$ cat src/rtl/csr_file.sv
// Machine-mode CSR file: register storage, trap-entry update and combinational read port for decode.
// Define CSR_COUNTERS_EN to build in the 64-bit mcycle/minstret counters.
module csr_file #(
  parameter int              XLEN        = 32,
  parameter logic [XLEN-1:0] MHARTID_VAL = 32'h0,
  parameter logic [XLEN-1:0] MISA_VAL    = 32'h4000_0100
) (
  input  logic            clk,
  input  logic            reset_n,
  input  logic            csr_wbk_v_i,
  input  logic [11:0]     csr_adr_i,
  input  logic [XLEN-1:0] csr_data_i,
  input  logic            exception_i,
  input  logic [XLEN-1:0] mcause_i,
  input  logic [XLEN-1:0] mtval_i,
  input  logic [XLEN-1:0] mepc_i,
  input  logic [1:0]      core_mode_i,
  input  logic            retire_v_i,
  input  logic [11:0]     csr_rd_adr_i,
  output logic [XLEN-1:0] csr_rd_data_o,
  output logic            csr_rd_ill_o,
  output logic [XLEN-1:0] mstatus_q_o,
  output logic [XLEN-1:0] mtvec_q_o,
  output logic [XLEN-1:0] mepc_q_o
);

  localparam logic [11:0] ADR_MSTATUS   = 12'h300;
  localparam logic [11:0] ADR_MISA      = 12'h301;
  localparam logic [11:0] ADR_MTVEC     = 12'h305;
  localparam logic [11:0] ADR_MSCRATCH  = 12'h340;
  localparam logic [11:0] ADR_MEPC      = 12'h341;
  localparam logic [11:0] ADR_MCAUSE    = 12'h342;
  localparam logic [11:0] ADR_MTVAL     = 12'h343;
  localparam logic [11:0] ADR_MHARTID   = 12'hF14;
  localparam logic [11:0] ADR_MCYCLE    = 12'hB00;
  localparam logic [11:0] ADR_MINSTRET  = 12'hB02;
  localparam logic [11:0] ADR_MCYCLEH   = 12'hB80;
  localparam logic [11:0] ADR_MINSTRETH = 12'hB82;

  // Writable mstatus fields: MPP[12:11], MPIE[7], MIE[3].
  localparam logic [XLEN-1:0] MSTATUS_MASK  = XLEN'(32'h0000_1888);
  localparam logic [XLEN-1:0] MSTATUS_RESET = XLEN'(32'h0000_1800);

  logic [XLEN-1:0] mstatus_q, mtvec_q, mscratch_q, mepc_q, mcause_q, mtval_q;
  logic [XLEN-1:0] trap_mstatus;
  logic            wr_en;

  // A trap in the same cycle cancels the write regardless of its address.
  assign wr_en = csr_wbk_v_i & ~exception_i;

  always_comb begin
    trap_mstatus        = '0;
    trap_mstatus[12:11] = core_mode_i;
    trap_mstatus[7]     = mstatus_q[3];
  end

  // NOTE: sequential state uses non-blocking assignments and is cleared asynchronously by reset_n.
  always_ff @(posedge clk or negedge reset_n) begin
    if (!reset_n) begin
      mstatus_q  <= MSTATUS_RESET;
      mtvec_q    <= '0;
      mscratch_q <= '0;
      mepc_q     <= '0;
      mcause_q   <= '0;
      mtval_q    <= '0;
    end else if (exception_i) begin
      mstatus_q <= trap_mstatus;
      mepc_q    <= {mepc_i[XLEN-1:2], 2'b00};
      mcause_q  <= mcause_i;
      mtval_q   <= mtval_i;
    end else if (wr_en) begin
      case (csr_adr_i)
        ADR_MSTATUS:  mstatus_q  <= csr_data_i & MSTATUS_MASK;
        ADR_MTVEC:    mtvec_q    <= {csr_data_i[XLEN-1:2], 2'b00};
        ADR_MSCRATCH: mscratch_q <= csr_data_i;
        ADR_MEPC:     mepc_q     <= {csr_data_i[XLEN-1:2], 2'b00};
        ADR_MCAUSE:   mcause_q   <= csr_data_i;
        ADR_MTVAL:    mtval_q    <= csr_data_i;
        default: ;
      endcase
    end
  end

`ifdef CSR_COUNTERS_EN
  logic [63:0] mcycle_q, minstret_q;

  // A write to either half replaces that half and skips the counter's increment this cycle.
  always_ff @(posedge clk or negedge reset_n) begin
    if (!reset_n) begin
      mcycle_q   <= '0;
      minstret_q <= '0;
    end else begin
      if (wr_en && csr_adr_i == ADR_MCYCLE)         mcycle_q[31:0]  <= csr_data_i;
      else if (wr_en && csr_adr_i == ADR_MCYCLEH)   mcycle_q[63:32] <= csr_data_i;
      else                                          mcycle_q        <= mcycle_q + 64'd1;

      if (wr_en && csr_adr_i == ADR_MINSTRET)       minstret_q[31:0]  <= csr_data_i;
      else if (wr_en && csr_adr_i == ADR_MINSTRETH) minstret_q[63:32] <= csr_data_i;
      else if (retire_v_i)                          minstret_q        <= minstret_q + 64'd1;
    end
  end
`else
  logic unused_retire;
  assign unused_retire = retire_v_i;
`endif

  // NOTE: every combinational output gets a default first so no latch is inferred.
  always_comb begin
    csr_rd_data_o = '0;
    csr_rd_ill_o  = 1'b0;
    case (csr_rd_adr_i)
      ADR_MSTATUS:   csr_rd_data_o = mstatus_q;
      ADR_MISA:      csr_rd_data_o = MISA_VAL;
      ADR_MTVEC:     csr_rd_data_o = mtvec_q;
      ADR_MSCRATCH:  csr_rd_data_o = mscratch_q;
      ADR_MEPC:      csr_rd_data_o = mepc_q;
      ADR_MCAUSE:    csr_rd_data_o = mcause_q;
      ADR_MTVAL:     csr_rd_data_o = mtval_q;
      ADR_MHARTID:   csr_rd_data_o = MHARTID_VAL;
`ifdef CSR_COUNTERS_EN
      ADR_MCYCLE:    csr_rd_data_o = mcycle_q[31:0];
      ADR_MCYCLEH:   csr_rd_data_o = mcycle_q[63:32];
      ADR_MINSTRET:  csr_rd_data_o = minstret_q[31:0];
      ADR_MINSTRETH: csr_rd_data_o = minstret_q[63:32];
`endif
      default:       csr_rd_ill_o  = 1'b1;
    endcase
  end

  assign mstatus_q_o = mstatus_q;
  assign mtvec_q_o   = mtvec_q;
  assign mepc_q_o    = mepc_q;

endmodule

$ cat config.mk
export PLATFORM = sky130hd
export DESIGN_NAME = csr_file
export DESIGN_NICKNAME = d
export VERILOG_FILES = /design/src/rtl/csr_file.sv
export SDC_FILE = /design/constraint.sdc
export NUM_CORES = 1
export LEC_CHECK = 0
export BUFFER_PORTS_ARGS = -buffer_cell sky130_fd_sc_hd__buf_2
export CAP_MARGIN = 15
export CORE_UTILIZATION = 55
export CTS_BUF_LIST = sky130_fd_sc_hd__clkbuf_8 sky130_fd_sc_hd__clkbuf_16
export CTS_CLUSTER_SIZE = 8
export DETAILED_ROUTE_END_ITERATION = 6
export MAX_ROUTING_LAYER = met4
export PLACE_DENSITY = 0.83
export SYNTH_ARGS = -nofsm -noshare
export SYNTH_HDL_FRONTEND = slang
export SYNTH_SLANG_ARGS = --single-unit
export TNS_END_PERCENT = 5
$ cat constraint.sdc
create_clock -name clk -period 4.4 [get_ports clk]
set_input_delay 0.44 -clock clk [delete_from_list [all_inputs] [get_ports clk]]
set_output_delay 0.44 -clock clk [all_outputs]
set_load 0.02 [all_outputs]
==> After elaboration in Yosys (flattened, before gate mapping) <==
Index checks and enable logic that the tools add are counted.
{ "op_classes": {"n_eq_ne": 14, "mux": 14, "bitwise_logic": 2, "reduce_logical": 12} }
{ "op_table": {"columns": ["cell", "n"], "rows": [
  ["$mux W32", 12],
  ["$pmux W32 S7", 1],
  ["$eq A12 B10 Y1 const B", 13],
  ["$eq A12 B12 Y1 const B", 1],
  ["$reduce_bool A2 Y1", 5],
  ["$reduce_and A2 Y1", 4],
  ["$reduce_or A8 Y1", 1],
  ["$reduce_and A3 Y1", 2],
  ["$and A1 B1 Y1", 1],
  ["$mux W1", 1],
  ["$not A1 Y1", 1]
]} }
{ "word_totals": {"ff_bits": 190, "inputBits": 159, "out_inout_bits": 129, "wordCells": 48} }

==> Depth between registers and ports, before layout <==
{ "depth": {"ltp_word": 4, "depth_mapped": 7, "depth_no_buf": 4} }

==> Worst setup path before layout <==
OpenSTA, ideal clock, no wires.
{ "synth_path": {"kind": "in2out", "from": "in csr_rd_adr_i[5]", "to": "out csr_rd_data_o[10]", "t_arrival_ns": 2.196, "required_ns": 3.960, "setup_slack_ns": 1.764, "cell_stages": 6, "n_path_buf": 2, "cell_sequence": "or4_1 or2_2 clkbuf_1 nor3_4 buf_2 a22o_1"} }
{ "synth_via": {"elab_chain_cells": 2, "elab_cells_between_ends": 8, "cone_classes": "eq/ne (7); mux (1)"} }
{ "synth_lines": {"columns": ["element", "line", "text"], "rows": [
  ["start: declaration", "19", "input logic [11:0] csr_rd_adr_i,"],
  ["$eq A12 B10 Y1", "111", "case (csr_rd_adr_i)"],
  ["$pmux W32 S7 (*)", "111", null],
  ["end: declaration", "20", "output logic [XLEN-1:0] csr_rd_data_o,"]
]} }
Every way passes the cells marked *; elsewhere a longest branch is shown, timed or not.

==> Worst setup path in the final report <==
{ "layout_path": {"from": "in csr_rd_adr_i[5]", "to": "out csr_rd_data_o[20]"} }
The elaborated chain is that of the path after synthesis.

==> key figures <==
Clock tree
  • CTS Buffer Depth: 2
  • CTS H-tree depth: 4
  • Root Driver: clkbuf_16
  • TritonCTS Buffers: 17
  • Hold_buf cts: 0
  • Clock transition at path regs: 0.06 ns
  • Setup bufs post-CTS: 0
  • Clock latency at the later pin of the worst-skew pair: 0.41 ns
  • Clk sinks: 160
  • CTS tree: built
  • Post-cts resize count: 0

Finish
  • Final instance area: 10500 µm²
  • Area of the multi-input gates: 4220 µm²
  • Nets: 1109
  • Fillers: 1169
  • Share of cells above drive strength 1: 39.1%
  • Area Growth Syn to Fin: 21.7%
  • Seq. cell area: 4010 µm²

Synth
  • Ys async rst share: 100%
  • Post-Syn Area: 8650 µm²
  • Sequential-to-total area share from yosys stat: 46.3%
  • Number of synthesized register bits: 160
  • Cells after Synth: 741
  • Synthesis Warnings: 0
  • Unique masters post-synth: 46
  • Most used DFF post-synth: dfrtp_1
  • EDFF count, synth: 0
  • Mean cell area of the mapped netlist: 11.7 µm²

Run
  • Maxcap violations: 0

Global route
  • Grt met3 use: 6.87%
  • Largest net degree at the start of global routing: 141
  • Grt total ovfl: 0
  • Initial antenna violation count: 4
  • Met2 Usage GRT: 50.7%
  • Number of global-route vias before repair: 7085
  • All-Layer GR Usage: 31.4%
  • First-pass GRT wire length: 37700 µm
  • Top Usage Layer GRT: met2
  • Met1 GRT Util: 38.9%

STA
  • Skew final: 0.0000484 ns
  • Slew Limit Headroom: 33.5%
  • Slew @ Worst Pin: 0.998 ns
  • Final Max Slew Viols: 0
  • Final hold vios: 0
  • Final worst path period need: 3.29 ns
  • Final setup TNS: 0 ns
  • Fin Hold WS: 0.0813 ns
  • Fmax: 304 MHz
  • RSZ-0062 raised after global routing: false
  • Final setup viols: 0
  • Final Cycle Share: 74.8%

Critical path
  • CP required: 3.96 ns
  • Worst Setup End Kind: primary output
  • Crit path max fanout: 14
  • Worst r2r src: mstatus_q_o[7]
  • Setup crit start: csr_rd_adr_i[5]
  • Cell count of the worst reg-to-reg path: 2
  • Critical Path Source Type: input pin
  • Crit path DAT: 2.85 ns
  • Worst setup path category: input pin to primary output

Detailed routing
  • Initial DRC count: 524
  • Drt first pass iters: 5
  • Detail Route Antenna Nets: 0
  • Detailed Route WL: 24400 µm
  • Via count: 7248
  • DR vias/cell: 6.16
  • # DRC: 0
  • WL/cell: 20.8 µm

Min path
  • Worst hold path class: input pin to async pin

Placed design
  • DP Area: 9880 µm²
  • Dpl hpwl: 16100 µm
  • Gpl congestion: 0.831
  • IO buf count: 252

Floorplanning
  • Chip height: 127 µm
  • Die Wd: 127 µm
  • Core Box Area: 15300 µm²
  • Die area: 16200 µm²
  • Number of I/O pins: 288
  • Starting Density: 56.7%
  • Row count: 45

Run status
  • Status: completed

Power and ir drop
  • VDD IR-drop max: 0.000267 V
  • P_leak: 5.16 nW
  • Pwr/cell area: 353 nW/µm²
-- layout make-up --
class | instances | area share [%]
Multi-Input combinational cell | 502 | 40.1
Tap cell | 211 | 2.51
Clock inverter | 11 | 1.79
Timing Repair Buffer | 265 | 13.0
Antenna cell | 4 | 0.0950
Inverter | 4 | 0.143
Clock buffer | 19 | 4.30
Sequential cell | 160 | 38.0
-- sequential cells by signal, summed over array words and instances (netlist names) --
name         cells
mtvec_q_o       30
mcause_q        32
mtval_q         32
mstatus_q_o      4
mscratch_q      32
mepc_q_o        30
-- logic make-up (layout without fill, tap and decap cells) --
family	after synthesis	after routing	share of synthesized area [%]
multiplexers	127	127	15.7
AO/OA/AOI/OAI	171	171	17.2
buffers and inverters	110	299	6.40
other	1	36	0.0433
flip-flops	160	160	46.3
AND/OR/NAND/NOR	172	172	14.3
-- cells in the mapped netlist (6+ instances only) --
cell / count / share of area [%]
dfrtp_1: 158 / 46
nor3b_1: 93 / 8.1
a221o_1: 92 / 11
mux2_2: 71 / 9.2
mux2i_1: 55 / 6.4
clkbuf_1: 52 / 2.3
buf_4: 32 / 2.8
nor2b_1: 32 / 2.3
a22o_1: 26 / 2.6
o22ai_1: 26 / 1.9
buf_2: 17 / 0.98
a21oi_1: 11 / 0.64
nand2_1: 6 / 0.26
-- per-layer routing --
| metal | routed length [µm] | part of all wire [%] | up-vias |
|---|---|---|---|
| li1 | - | - | 3232 |
| met1 | 9930 | 41 | 3603 |
| met2 | 11900 | 49 | 372 |
| met3 | 1990 | 8.2 | 41 |
| met4 | 608 | 2.5 | 0 |
| met5 | 0 | 0 | - |
-- worst max-delay path, cell delays in order --
cell    delay, ns
buf_2        0.10
or4_1        0.57
or2_2        0.41
nor3_4       0.59
buf_4        0.38
a22o_1       0.18
buf_2        0.17
-- cell usage in the layout (no fill, tap or decap), types with 2 or more instances in the layout --
cell	Yosys	layout
inv_1	3	5
a21oi_1	11	11
or4_1	3	2
buf_4	32	14
nor2b_1	32	32
nand2b_1	2	2
clkinv_4	0	2
diode_2	0	4
a211oi_1	2	2
or3b_2	2	2
o22ai_1	26	26
o21ai_0	3	3
buf_6	0	2
mux2i_1	55	55
mux2_2	71	71
a22o_1	26	26
or3_1	3	2
dfstp_2	2	2
nor4_4	2	2
a221oi_1	4	4
conb_1	1	32
nand4b_1	2	2
clkbuf_8	0	2
nor2_1	5	5
nand2_1	6	6
o32ai_1	5	5
bufinv_16	0	5
dfrtp_1	158	158
clkbuf_16	0	17
nand3_1	3	3
nor3_1	5	5
nand3b_1	3	3
buf_2	17	249
a221o_1	92	92
nor3b_1	93	93
-- worst paths after layout --
kind | end | slack [ns]
worst min-delay path | mcause_q[0] | 0.08
max in group asynchronous | mstatus_q_o[11] | 3.25
worst max register to register | mstatus_q_o[7] | 3.38
min in group clk | mepc_q_o[22] | 0.25
worst max-delay path | csr_rd_data_o[20] | 1.11
worst min register to register | mscratch_q[8] | 0.51
-- stage by stage --
step / util, % / instances / setup WS, ns / power [W]
floorplan: - / 772 / 1.76 / 0.00194
global placement: 64.8 / 1142 / 1.16 / 0.00210
detailed placement: 64.8 / 1142 / 1.14 / 0.00212
CTS: 69.0 / 1172 / 1.13 / 0.00373
global route: 69.0 / 1176 / 1.04 / 0.00384
finish: 69.0 / 1176 / 1.11 / 0.00372
-- power breakdown --
group | switching, W | total (W) | internal [W] | leakage (nW)
Sequential | 0.0000496 | 0.00160 | 0.00155 | 2.06
Clock | 0.000592 | 0.00162 | 0.00103 | 0.322
Combinational | 0.000271 | 0.000492 | 0.000220 | 2.78
Note: power is estimated with default switching activity, not from simulation.
